--- src/rtl/seq_fsm_pattern2_pkg.sv ---
// Shared definitions for the 1110 pattern detector.
// State encoding is binary. Values 5..7 are unused and recover to STATE_A.
package seq_fsm_pattern2_pkg;

  localparam int STATE_W = 3;

  typedef enum logic [STATE_W-1:0] {
    STATE_A = 3'd0,  // idle, no useful history
    STATE_B = 3'd1,  // seen 1
    STATE_C = 3'd2,  // seen 11
    STATE_D = 3'd3,  // seen 111 or more
    STATE_E = 3'd4   // 1110 just completed, detect asserted
  } state_e;

endpackage

--- src/rtl/seq_fsm_pattern2_state_reg.sv ---
// Generic state register with a synchronous active-low reset to a
// programmable value.
module seq_fsm_pattern2_state_reg #(
  parameter int              W       = 1,
  parameter logic [W-1:0]    RST_VAL = '0
) (
  input  logic         clk,
  input  logic         rst_b,
  input  logic [W-1:0] d_i,
  output logic [W-1:0] q_o
);

  // Capture next state each edge; reset overrides the incoming value.
  always_ff @(posedge clk) begin
    if (!rst_b) q_o <= RST_VAL;
    else        q_o <= d_i;
  end

endmodule

--- src/rtl/seq_fsm_pattern2.sv ---
// Moore detector for the serial pattern 1110 (three or more 1s followed by
// a 0). out pulses for one cycle while the FSM sits in STATE_E.
//
//   state | meaning
//   A     | idle, no useful history
//   B     | seen 1
//   C     | seen 11
//   D     | seen 111 or more (long runs of 1 stay here)
//   E     | 1110 just completed; out = 1, leaves unconditionally
module seq_fsm_pattern2
  import seq_fsm_pattern2_pkg::*;
(
  input  logic clk,
  input  logic reset,
  input  logic in_,
  output logic out
);

  logic [STATE_W-1:0] state_q;
  logic [STATE_W-1:0] state_d;

  seq_fsm_pattern2_state_reg #(
    .W       (STATE_W),
    .RST_VAL (STATE_A)
  ) u_state_reg (
    .clk   (clk),
    .rst_b (reset),
    .d_i   (state_d),
    .q_o   (state_q)
  );

  // Next-state and output decode; unused encodings fall back to A with out low.
  always_comb begin
    state_d = STATE_A;
    out     = 1'b0;
    case (state_q)
      STATE_A: state_d = in_ ? STATE_B : STATE_A;
      STATE_B: state_d = in_ ? STATE_C : STATE_A;
      STATE_C: state_d = in_ ? STATE_D : STATE_A;
      STATE_D: state_d = in_ ? STATE_D : STATE_E;
      STATE_E: begin
        // The trailing 0 is consumed by the detect; a new 1 starts over at B.
        state_d = in_ ? STATE_B : STATE_A;
        out     = 1'b1;
      end
      default: state_d = STATE_A;
    endcase
  end

  // A detect lasts a single cycle.
  a_out_pulse : assert property (@(posedge clk) out |=> !out);

  // A detect is only reachable from D after sampling a 0 out of reset.
  a_out_from_d : assert property (@(posedge clk)
    out |-> ($past(state_q) == STATE_D && !$past(in_) && $past(reset)));

endmodule

--- config.mk ---
export PLATFORM = sky130hd
export DESIGN_NAME = seq_fsm_pattern2
export DESIGN_NICKNAME = d
export VERILOG_FILES = /design/src/rtl/seq_fsm_pattern2_pkg.sv /design/src/rtl/seq_fsm_pattern2_state_reg.sv /design/src/rtl/seq_fsm_pattern2.sv
export SDC_FILE = /design/constraint.sdc
export NUM_CORES = 1
export LEC_CHECK = 0
export ABC_AREA = 1
export CORE_AREA = 3 3 40 42
export DETAILED_ROUTE_END_ITERATION = 16
export DIE_AREA = 0 0 43 45
export MAX_ROUTING_LAYER = met4
export PLACE_DENSITY_LB_ADDON = 0.05
export SYNTH_ARGS = -nofsm -noshare
export SYNTH_HDL_FRONTEND = slang
export SYNTH_HIERARCHICAL = 1
export SYNTH_SLANG_ARGS = --single-unit
export TNS_END_PERCENT = 30
--- constraint.sdc ---
create_clock -name clk -period 1.3 [get_ports clk]
set_input_delay 0.26 -clock clk [delete_from_list [all_inputs] [get_ports clk]]
set_output_delay 0.26 -clock clk [all_outputs]
set_load 0.03 [all_outputs]
== After elaboration in Yosys (flattened, before gate mapping) ==
Index checks and enable logic that the tools add are counted.
W data, S select, Z words.
Operators by class
  eq/ne operators: 4
  mux-type cells: 6
  reductions and logical operators: 2
Operators with widths (count)
  $pmux W3 S4: 1
  $eq A3 B2 Y1 const B: 2
  $mux W2: 2
  $eq A3 B1 Y1 const B: 1
  $eq A3 B3 Y1 const B: 1
  $logic_not A3 Y1: 1
  $mux W3: 1
  $mux W1: 2
  $reduce_or A2 Y1: 1
Storage, ports and cells
  flip-flop bits (word level): 3
  bits of input ports: 3
  output and inout port bits: 1
  logic and storage cells: 13

== Depth between registers and ports, before layout ==
  word-level depth: 3
  depth in mapped cells: 6

== Cells and area by module ==
Netlist, hierarchy kept.
Modules (own cells, without submodules)
  seq_fsm_pattern2_state_reg: times used 1, cells each 9, area an instance 82.6 µm², sequential area each 60.1 µm²
  seq_fsm_pattern2: times used 1, cells each 11, area an instance 46.3 µm², sequential area each 0.0 µm²

== Least setup slack after synthesis ==
OpenSTA, ideal clock, no wires.
  kind: register to output
  start: reg u_state_reg.q_o[0]
  end: out out
  arrival time: 0.810 ns
  required time: 1.040 ns
  path slack: 0.230 ns
  cell stages (with the launch flop): 4
  path buffers: 0
  path through: dfxtp_1 -> inv_1 -> nand2_2 -> nor2_1
On the way
  longest elaborated chain between the ends: 2
RTL lines
  start, declared: line seq_fsm_pattern2_state_reg.sv:10  | output logic [W-1:0] q_o
  start signal, assigned: line seq_fsm_pattern2_state_reg.sv:16  | else q_o <= d_i;
  $eq A3 B3 Y1: line seq_fsm_pattern2.sv:36  | case (state_q)
  $mux W1: line seq_fsm_pattern2.sv:36
  end, declared: line seq_fsm_pattern2.sv:16  | output logic out
Every way passes these cells.

== Final worst setup path ==
Ends and elaborated chain as after synthesis.

==> results.toml <==
[synthesis]
synth_compound_area_share_pct = 3.88
synth_area_per_cell_um2 = 6.44
synthTopCellsByArea = "dfxtp_1, inv_1, nand2_1"
yosys.area.top_type_share_pct = 46.6
synth_seq_cells = 3
ys_seq_area_share_pct = 46.6
synthMuxAreaShare_pct = 0
synth-simple-area-share_pct = 29.1
synth_fa_ha_area_share_pct = 0
synthCells = 20
synth_area_leader_cell = "dfxtp_1"
synthesis.area_um2 = 129
yosys_warnings = 6
synth_top_family_by_area = "simple AND/OR/NAND/NOR gates"
synth_cell_types = 7
synth_xor_xnor_area_share_pct = 0
syn-num-nets = 23

[setup_path]
critPathMaxStageDelay_ps = 290
worst-path-max-fanout = 3
cp.arrival_ps = 930
crit_type = "reg -> out"
critPathRequiredTime_ps = 1040
crit_chain = "inv_1, nand2_2, nor2_1, buf_4"
critPathLaunchType = "register"
crit_path_top_delay_cell = "dfxtp_1"
critPathCaptureType = "output port"

[worst_hold_path]
hold_path_class = "reg -> reg"

[cells_and_area]
final_cell_mix = "inv_1, nand2_1, clkbuf_4, dfxtp_1"
fin_area_um2 = 201
final_core_util_pct = 15.7
layout_commonest_cell = "inv_1"
largest_reg_flops = 3
syn2layout_area_growth_pct = 56.3
drive_gt1_share_pct = 18.5
largest_registers = "u_state_reg/q_o (3)"
num_antenna_cells = 0
fin_nets = 31
regMostFlops = "u_state_reg/q_o"

[timing]
slew_headroom_pct = 87.4
setup_viol = 0
max_freq_mhz = 837
fin_crit_ps = 1190
fin_setup_tns_ps = 0
hold_ws_ps = 495
rsz0062_at_grt = "no"
tightest_slew_ps = 188
report.final.slew_viol_count = 0
period_share_pct = 91.9
hold_viol = 0
finClkSkew_ps = 1.31

[floorplan]
die_area_um2 = 1940
initial_core_util_pct = 10.0
die_y_um = 45
pin_count = 4
fp.dieW_um = 43
coreArea_um2 = 1280
row_count = 13

[power]
p_leak_nw = 0.108
ir_drop_mv = 0.556
powerDensity_nw_per_um2 = 1390
p_total_mw = 0.279

[detailed_routing]
vias_per_cell = 3.21
wirelength_um = 286
avgRoutedWirePerCell_um = 6.81
vias = 135
drcViolationCount = 0
ant_nets = 0
drt-pass1-iter-count = 4
drt_iter0_drc = 3

[global_route]
antenna_found_initial = 0
grt_usage_pct = 4.45
grt-ovfl-total = 0
grt_pass1_vias = 134
grt_pass1_wl_um = 496
grt_max_degree = 4

[cts]
cts_root_buf = "clkbuf_4"
cts_made_buffers = 3
h-tree-depth = 1
cts_sinks = 3
post_cts_buffers = 0
clkLatencyLatePin_ps = 230
clock_path_buffers = 2
ctsHoldBuffers = 0
cts_tree = "built"
cts.repair.resized = 0
clk_pin_slew_ps = 40

[job]
cap_violations = 0

[run_status]
status = "complete, no violations"

[place]
dp_hpwl_um = 232
place.gp.congestion = 0.600
io_buffers = 3
placedInstanceArea_um2 = 175
==> stage by stage <==
stage,cells,worst slack (ps)
2_1_floorplan,20,230
3_3_place_gp,38,170
3_5_place_dp,38,194
4_1_cts,42,86.4
5_1_grt,42,50.1
6_report,42,106
==> cell type report <==
cell class,count,area (um2)
Sequential cell,3,60.1
Inverter,7,26.3
Clock buffer,4,26.3
Timing Repair Buffer,3,27.5
Tap cell,15,18.8
Fill cell,157,1080
Multi-Input combinational cell,10,42.5
==> where the power goes <==
part           total [mW]  switching [mW]  internal, mW
clock               0.162          0.0472         0.115
combinational      0.0203          0.0105       0.00986
sequential         0.0968         0.00103        0.0957
==> synth_stat cells, drive strengths merged <==
| cell | count |
|---|---|
| inv | 7 |
| nand2 | 6 |
| dfxtp | 3 |
| nor2 | 2 |
| a21oi | 1 |
| nor3 | 1 |
==> logic make-up after synthesis <==
logic type      after synthesis
flops                         3
buf+inv                       7
compound gates                1
simple gates                  9
==> worst max-delay path: cells and delay by family (launching register included) <==
family,cells,cell delay [ps]
flip-flops,1,290
buffers and inverters,2,250
AND/OR/NAND/NOR,2,170
==> routing by layer <==
layer  vias to the layer above  track usage [%]  wire length, um
met4                         0             3.61               12
met1                        59             3.84              130
li1                         69                -                -
met2                         5             4.49              120
met5                         -                -                0
met3                         2             5.98               22
==> path summary, 6_finish.rpt <==
path / startpoint / end / slack [ps] / depth (start not counted)
worst max-delay path: u_state_reg/q_o[0] / out / 110 / 4
worst min register to register: u_state_reg/q_o[2] / u_state_reg/q_o[1] / 500 / 3
worst min-delay path: u_state_reg/q_o[2] / u_state_reg/q_o[1] / 500 / 3
worst max register to register: u_state_reg/q_o[2] / u_state_reg/q_o[2] / 520 / 5
(Power assumes the default switching activity.)
